<file path="src/rtl/conv_sched_if.sv">
// Host/scheduler signal bundle for conv_sched: burst control and configuration in,
// launch pulse, capture enable and progress counters out.
interface conv_sched_if #(
    parameter int CNT_WIDTH  = 16,
    parameter int TIME_WIDTH = 16
);
    logic                  START;
    logic                  ABORT;
    logic [CNT_WIDTH-1:0]  NUM_CONV;
    logic [TIME_WIDTH-1:0] PERIOD;
    logic [TIME_WIDTH-1:0] CAPT_DELAY;
    logic [7:0]            CAPT_LEN;
    logic                  FIFO_ALMOST_FULL;
    logic                  SEQ_START;
    logic                  CAPT_EN;
    logic                  BUSY;
    logic                  DONE;
    logic [CNT_WIDTH-1:0]  CONV_CNT;
    logic [CNT_WIDTH-1:0]  STALL_CNT;

    modport master (
        output START, ABORT, NUM_CONV, PERIOD, CAPT_DELAY, CAPT_LEN, FIFO_ALMOST_FULL,
        input  SEQ_START, CAPT_EN, BUSY, DONE, CONV_CNT, STALL_CNT
    );

    modport slave (
        input  START, ABORT, NUM_CONV, PERIOD, CAPT_DELAY, CAPT_LEN, FIFO_ALMOST_FULL,
        output SEQ_START, CAPT_EN, BUSY, DONE, CONV_CNT, STALL_CNT
    );
endinterface

</file>
<file path="src/rtl/conv_sched.sv">
// Conversion scheduler: launches a burst of ADC conversions at a fixed period,
// opens a capture window per conversion and throttles on FIFO almost-full.
module conv_sched #(
    parameter int CNT_WIDTH  = 16,
    parameter int TIME_WIDTH = 16
) (
    input  logic         SEQ_CLK,
    input  logic         RESET,
    conv_sched_if.slave  bus
);
    localparam int TW1 = TIME_WIDTH + 1;
    localparam logic [TW1-1:0]       T_ONE   = TW1'(1);
    localparam logic [TW1-1:0]       T_TWO   = TW1'(2);
    localparam logic [CNT_WIDTH-1:0] CNT_ONE = CNT_WIDTH'(1);

    typedef enum logic [1:0] {S_IDLE, S_RUN, S_STALL} state_t;

    state_t                state_q, state_d;
    logic [TW1-1:0]        t_q, t_d;
    logic [TW1-1:0]        peff_q, peff_d;
    logic [TW1-1:0]        delay_q, delay_d;
    logic [TW1-1:0]        capt_end_q, capt_end_d;
    logic [CNT_WIDTH-1:0]  num_q, num_d;
    logic [CNT_WIDTH-1:0]  conv_cnt_q, conv_cnt_d;
    logic [CNT_WIDTH-1:0]  stall_cnt_q, stall_cnt_d;
    logic                  done_q, done_d;
    logic                  seq_start_q, seq_start_d;
    logic                  capt_en_q, capt_en_d;
    logic                  busy_q, busy_d;

    // Effective period: long enough to hold the capture window, never below 2.
    logic [TW1-1:0] delay_in, win_end_in, period_in, peff_in;

    always_comb begin
        delay_in   = {1'b0, bus.CAPT_DELAY};
        win_end_in = delay_in + {{(TW1-8){1'b0}}, bus.CAPT_LEN};
        period_in  = {1'b0, bus.PERIOD};
        peff_in    = (period_in > win_end_in) ? period_in : win_end_in;
        if (peff_in < T_TWO) begin
            peff_in = T_TWO;
        end
    end

    // State register and registered outputs.
    always_ff @(posedge SEQ_CLK) begin
        // NOTE: sequential state uses non-blocking assignments so every flop samples pre-edge values.
        if (RESET) begin
            state_q     <= S_IDLE;
            t_q         <= '0;
            peff_q      <= '0;
            delay_q     <= '0;
            capt_end_q  <= '0;
            num_q       <= '0;
            conv_cnt_q  <= '0;
            stall_cnt_q <= '0;
            done_q      <= 1'b0;
            seq_start_q <= 1'b0;
            capt_en_q   <= 1'b0;
            busy_q      <= 1'b0;
        end else begin
            state_q     <= state_d;
            t_q         <= t_d;
            peff_q      <= peff_d;
            delay_q     <= delay_d;
            capt_end_q  <= capt_end_d;
            num_q       <= num_d;
            conv_cnt_q  <= conv_cnt_d;
            stall_cnt_q <= stall_cnt_d;
            done_q      <= done_d;
            seq_start_q <= seq_start_d;
            capt_en_q   <= capt_en_d;
            busy_q      <= busy_d;
        end
    end

    // Next-state logic.
    always_comb begin
        // NOTE: every comb output gets a default first, otherwise unassigned paths infer latches.
        state_d     = state_q;
        t_d         = t_q;
        peff_d      = peff_q;
        delay_d     = delay_q;
        capt_end_d  = capt_end_q;
        num_d       = num_q;
        conv_cnt_d  = conv_cnt_q;
        stall_cnt_d = stall_cnt_q;
        done_d      = 1'b0;

        unique case (state_q)
            S_IDLE: begin
                if (bus.START && !bus.ABORT) begin
                    num_d       = bus.NUM_CONV;
                    delay_d     = delay_in;
                    capt_end_d  = win_end_in;
                    peff_d      = peff_in;
                    conv_cnt_d  = '0;
                    stall_cnt_d = '0;
                    t_d         = '0;
                    state_d     = bus.FIFO_ALMOST_FULL ? S_STALL : S_RUN;
                end
            end

            S_RUN: begin
                if (t_q == '0) begin
                    conv_cnt_d = conv_cnt_q + CNT_ONE;
                end
                if (bus.ABORT) begin
                    state_d = S_IDLE;
                end else if (t_q == peff_q - T_ONE) begin
                    // Period >= 2, so the count already includes this conversion.
                    if (num_q != '0 && conv_cnt_q == num_q) begin
                        state_d = S_IDLE;
                        done_d  = 1'b1;
                    end else if (bus.FIFO_ALMOST_FULL) begin
                        state_d = S_STALL;
                    end else begin
                        t_d = '0;
                    end
                end else begin
                    t_d = t_q + T_ONE;
                end
            end

            S_STALL: begin
                if (stall_cnt_q != '1) begin
                    stall_cnt_d = stall_cnt_q + CNT_ONE;
                end
                if (bus.ABORT) begin
                    state_d = S_IDLE;
                end else if (!bus.FIFO_ALMOST_FULL) begin
                    state_d = S_RUN;
                    t_d     = '0;
                end
            end

            default: state_d = S_IDLE;
        endcase
    end

    // Output logic, decoded from the next state so the outputs come straight from flops.
    always_comb begin
        seq_start_d = (state_d == S_RUN) && (t_d == '0);
        capt_en_d   = (state_d == S_RUN) && (t_d >= delay_d) && (t_d < capt_end_d);
        busy_d      = (state_d != S_IDLE);
    end

    assign bus.SEQ_START = seq_start_q;
    assign bus.CAPT_EN   = capt_en_q;
    assign bus.BUSY      = busy_q;
    assign bus.DONE      = done_q;
    assign bus.CONV_CNT  = conv_cnt_q;
    assign bus.STALL_CNT = stall_cnt_q;
endmodule

</file>
<file path="src/flat_wrapper.sv">
// flat-port wrapper written by rule: the top's interface ports become plain ports
module conv_sched_flat 
#(
    parameter int CNT_WIDTH  = 16,
    parameter int TIME_WIDTH = 16
)
  (SEQ_CLK, RESET, bus_START, bus_ABORT, bus_NUM_CONV, bus_PERIOD, bus_CAPT_DELAY, bus_CAPT_LEN, bus_FIFO_ALMOST_FULL, bus_SEQ_START, bus_CAPT_EN, bus_BUSY, bus_DONE, bus_CONV_CNT, bus_STALL_CNT);
  conv_sched_if #(.CNT_WIDTH(CNT_WIDTH), .TIME_WIDTH(TIME_WIDTH)) bus_i ();
  input  logic SEQ_CLK;
  input  logic RESET;
  input wire logic [$bits(bus_i.START)-1:0] bus_START;
  input wire logic [$bits(bus_i.ABORT)-1:0] bus_ABORT;
  input wire logic [$bits(bus_i.NUM_CONV)-1:0] bus_NUM_CONV;
  input wire logic [$bits(bus_i.PERIOD)-1:0] bus_PERIOD;
  input wire logic [$bits(bus_i.CAPT_DELAY)-1:0] bus_CAPT_DELAY;
  input wire logic [$bits(bus_i.CAPT_LEN)-1:0] bus_CAPT_LEN;
  input wire logic [$bits(bus_i.FIFO_ALMOST_FULL)-1:0] bus_FIFO_ALMOST_FULL;
  output wire logic [$bits(bus_i.SEQ_START)-1:0] bus_SEQ_START;
  output wire logic [$bits(bus_i.CAPT_EN)-1:0] bus_CAPT_EN;
  output wire logic [$bits(bus_i.BUSY)-1:0] bus_BUSY;
  output wire logic [$bits(bus_i.DONE)-1:0] bus_DONE;
  output wire logic [$bits(bus_i.CONV_CNT)-1:0] bus_CONV_CNT;
  output wire logic [$bits(bus_i.STALL_CNT)-1:0] bus_STALL_CNT;
  assign bus_i.START = bus_START;
  assign bus_i.ABORT = bus_ABORT;
  assign bus_i.NUM_CONV = bus_NUM_CONV;
  assign bus_i.PERIOD = bus_PERIOD;
  assign bus_i.CAPT_DELAY = bus_CAPT_DELAY;
  assign bus_i.CAPT_LEN = bus_CAPT_LEN;
  assign bus_i.FIFO_ALMOST_FULL = bus_FIFO_ALMOST_FULL;
  assign bus_SEQ_START = bus_i.SEQ_START;
  assign bus_CAPT_EN = bus_i.CAPT_EN;
  assign bus_BUSY = bus_i.BUSY;
  assign bus_DONE = bus_i.DONE;
  assign bus_CONV_CNT = bus_i.CONV_CNT;
  assign bus_STALL_CNT = bus_i.STALL_CNT;
  conv_sched #(.CNT_WIDTH(CNT_WIDTH), .TIME_WIDTH(TIME_WIDTH)) u_core (.SEQ_CLK(SEQ_CLK), .RESET(RESET), .bus(bus_i));
endmodule
</file>
<file path="config.mk">
export PLATFORM = sky130hd
export DESIGN_NAME = conv_sched_flat
export DESIGN_NICKNAME = d
export VERILOG_FILES = /design/src/rtl/conv_sched_if.sv /design/src/rtl/conv_sched.sv /design/src/flat_wrapper.sv
export SDC_FILE = /design/constraint.sdc
export NUM_CORES = 1
export LEC_CHECK = 0
export BUFFER_PORTS_ARGS = -buffer_cell sky130_fd_sc_hd__clkbuf_2
export CORE_AREA = 2 2 128 130
export DETAILED_ROUTE_END_ITERATION = 12
export DIE_AREA = 0 0 130 132
export PLACE_DENSITY = 0.72
export SLEW_MARGIN = 25
export SYNTH_ARGS = -nofsm -noshare
export SYNTH_HDL_FRONTEND = slang
export SYNTH_SLANG_ARGS = --single-unit
export TNS_END_PERCENT = 20
</file>
<file path="constraint.sdc">
create_clock -name SEQ_CLK -period 4.9 [get_ports SEQ_CLK]
set_clock_uncertainty 0.05 [all_clocks]
set_input_delay 0.98 -clock SEQ_CLK [delete_from_list [all_inputs] [get_ports SEQ_CLK]]
set_output_delay 0.98 -clock SEQ_CLK [all_outputs]
set_load 0.005 [all_outputs]
</file>
==> flow_summary.toml <==
[run_status]
status = "finished clean"

[power_and_ir_drop]
powerDensity_nw_per_um2 = 305
p_leak_nw = 3.99
power.total_w = 0.00286
peakVddDrop_v = 0.000252

[final_layout]
area_growth_pct = 21.3
nNetsFinal = 1198
layout_common_cells = "dfxtp_1 (120), nor2_1 (118), clkbuf_2 (96), nand2_1 (94), a21oi_1 (65)"
diodes = 0
fin_util_pct = 59.8
final_common_cell = "dfxtp_1"
layout-drive-gt1-share_pct = 19.5
fill_cells = 1423
post_layout_nonfiller_instances = 1302

[setup_path]
cpMaxStageDelayCell = "or4_4"
path_cells = "inv_1, ha_1, xor2_1, xnor2_1, a32oi_1, or4_4, or3_4, o41a_1, buf_4, buf_4, o211ai_1, o31a_1, inv_1, ha_1, nand4_1, nor4_1, a2111oi_1, o311a_1, o311a_1"
worstPathMaxFanout = 5
crit_family = "simple AND/OR/NAND/NOR gates"
slowest_delay_ns = 0.57
critPathRequiredTime_ns = 5.15
startpoint_type = "flip-flop"
cp_data_arrival_time_ns = 5.03
path_buf_inv = 4
crit_type = "reg2reg"
end_kind = "flip-flop"

[clocking]
numClockSinks = 122
clk_pin_slew_worst_paths_ns = 0.05
h-tree-depth = 4
numCtsBuffers = 17
clk_latency_ns = 0.42
cts_tree = "yes"
hold_buffers = 0
root_buffer = "clkbuf_16"
clockBufferDepth = 2

[route]
routed_wl_mm = 22.2
post_drt_wl_per_cell_microns = 17.0
drt-pass1-iter-count = 6
drt_iter0_markers = 471
drc = 0
vias = 7438
vias_per_cell = 5.71
drtAntennaViolNets = 0

[sta]
worstMarginPinSlew_ns = 0.734
max_slew_margin_pct = 51.0
fmax_ghz = 0.209
hold_violations = 0
slew_violations = 0
period_share_pct = 97.5
setup_violations = 0
setup_slack_ns = 0.125
period_needed_ns = 4.78

[floorplan]
design.die.area_sq_um = 17200
boundaryPins = 97
core_area_sq_um = 15700
rows = 46
start_util_pct = 49.3
chipHeight_microns = 132
die_w_microns = 130

[synth]
ys_dominant_reg_cell = "dfxtp_1"
synth-edff-count = 0
synthCells = 955
synth_nets = 1079
ys_types = 69
syn_area_sq_um = 7740
ys.warnings.count = 0
synth_area_per_cell_sq_um = 8.11
ys_ff_latch = 122
seq_area_frac_synth_pct = 31.6
async_flop_share_pct = 0

[flow_run]
drv_cap = 0

[placement]
dp_cells = 1265
post-place-ws_ns = -0.0505
globalplace.congestion = 1.02
port_buffers = 96
hpwl_mm = 17.1

[global_route]
grt_pass1_vias = 6911
grt_pass1_wl_mm = 35.0
globalRoute.totalOverflow = 0
antenna_found_initial = 0
grt_max_degree = 73
track_usage_pct = 25.8

[worst_hold_path]
hp-class = "reg2reg"
[worst min-delay path: stages (launching register included)]
cell and delay (ns):
dfxtp_1 0.30, nand2_1 0.07, nor2_1 0.04
[state kept, by name, indices dropped and copies added (netlist names), 2 cells and up]
name / count
u_core.capt_end_q: 17
u_core.t_q: 17
u_core.peff_q: 17
u_core.bus.STALL_CNT: 16
u_core.state_q: 2
u_core.bus.CONV_CNT: 16
u_core.num_q: 16
u_core.delay_q: 17
[kinds of logic after synthesis]
logic type	after synthesis	share of synthesized area, %
adder cells (fa/ha/maj)	63	10.3
flip-flops	122	31.5
multiplexers	27	3.49
buffers and inverters	81	4.15
AO/OA/AOI/OAI	191	16.7
XOR/XNOR	76	8.60
AND/OR/NAND/NOR	395	25.2
[worst paths after layout]
path | startpoint | endpoint | slack, ns | cells after the start
hold / removal | u_core.delay_q[16] | u_core.delay_q[16] | 0.40 | 2
setup / recovery | u_core.peff_q[0] | u_core.bus.CAPT_EN | 0.12 | 19
hold reg to reg | u_core.delay_q[16] | u_core.delay_q[16] | 0.40 | 2
setup reg to reg | u_core.peff_q[0] | u_core.bus.CAPT_EN | 0.12 | 19
[per-layer routing]
metal | global-route usage, % | wire, microns
met2 | 44.7 | 10900
met3 | 4.95 | 1240
met5 | 0 | 0
met1 | 32.2 | 9530
met4 | 7.53 | 566
[synthesized netlist by cell type, types with 4 or more instances]
cell / instances / share of area, %
buf_1: 4 / 0.19
a31oi_1: 6 / 0.48
xor2_1: 32 / 3.6
o211ai_1: 17 / 1.6
inv_1: 33 / 1.6
o31a_1: 7 / 0.79
a21o_1: 14 / 1.4
and3_1: 11 / 0.89
xnor2_1: 44 / 5.0
nor2b_1: 21 / 1.7
or4_1: 7 / 0.68
nand3_1: 32 / 2.1
nor4_1: 21 / 1.7
clkbuf_1: 40 / 1.9
mux2i_1: 27 / 3.5
ha_1: 62 / 10
a211oi_1: 10 / 0.97
o311ai_0: 5 / 0.57
nor3_1: 17 / 1.1
dfxtp_1: 122 / 32
a21oi_1: 67 / 4.3
or3_1: 10 / 0.81
nand2b_1: 13 / 1.1
nor2_1: 118 / 5.7
o21ai_0: 19 / 1.2
nand4_1: 26 / 2.1
nand2_1: 95 / 4.6
and4_1: 6 / 0.68
o21a_1: 5 / 0.48
[stage by stage]
step	instance area (sq um)	setup TNS (ns)	hold slack (ns)
floorplan	7740	0	0.374
global placement	8660	0	0.390
detailed placement	8660	-0.0505	0.395
CTS	9260	0	0.407
global route	9390	-0.0148	0.441
finish	9390	0	0.403
[cell type report]
class | instances | area, sq um | share of cell area, %
Tap cell | 216 | 270 | 2.88
Sequential cell | 122 | 2440 | 26.0
Timing Repair Buffer | 148 | 887 | 9.44
Multi-Input combinational cell | 752 | 5070 | 54.0
Clock buffer | 19 | 453 | 4.82
Inverter | 33 | 124 | 1.32
Clock inverter | 12 | 141 | 1.51
[report_power, final]
group          internal (W)  total [W]  switching [W]
logic              0.000239   0.000559       0.000320
registers           0.00103    0.00106      0.0000316
clock network      0.000777    0.00124       0.000466
total               0.00204    0.00286       0.000818
[repair_timing]
item                                    4_1_cts  5_1_grt
resized for setup                             1       21
gates cloned                                  0        0
buffers inserted                              0        6
pin swaps                                     0       11
endpoints found under the setup margin        1        1
Note: power is estimated with default switching activity, not from simulation.
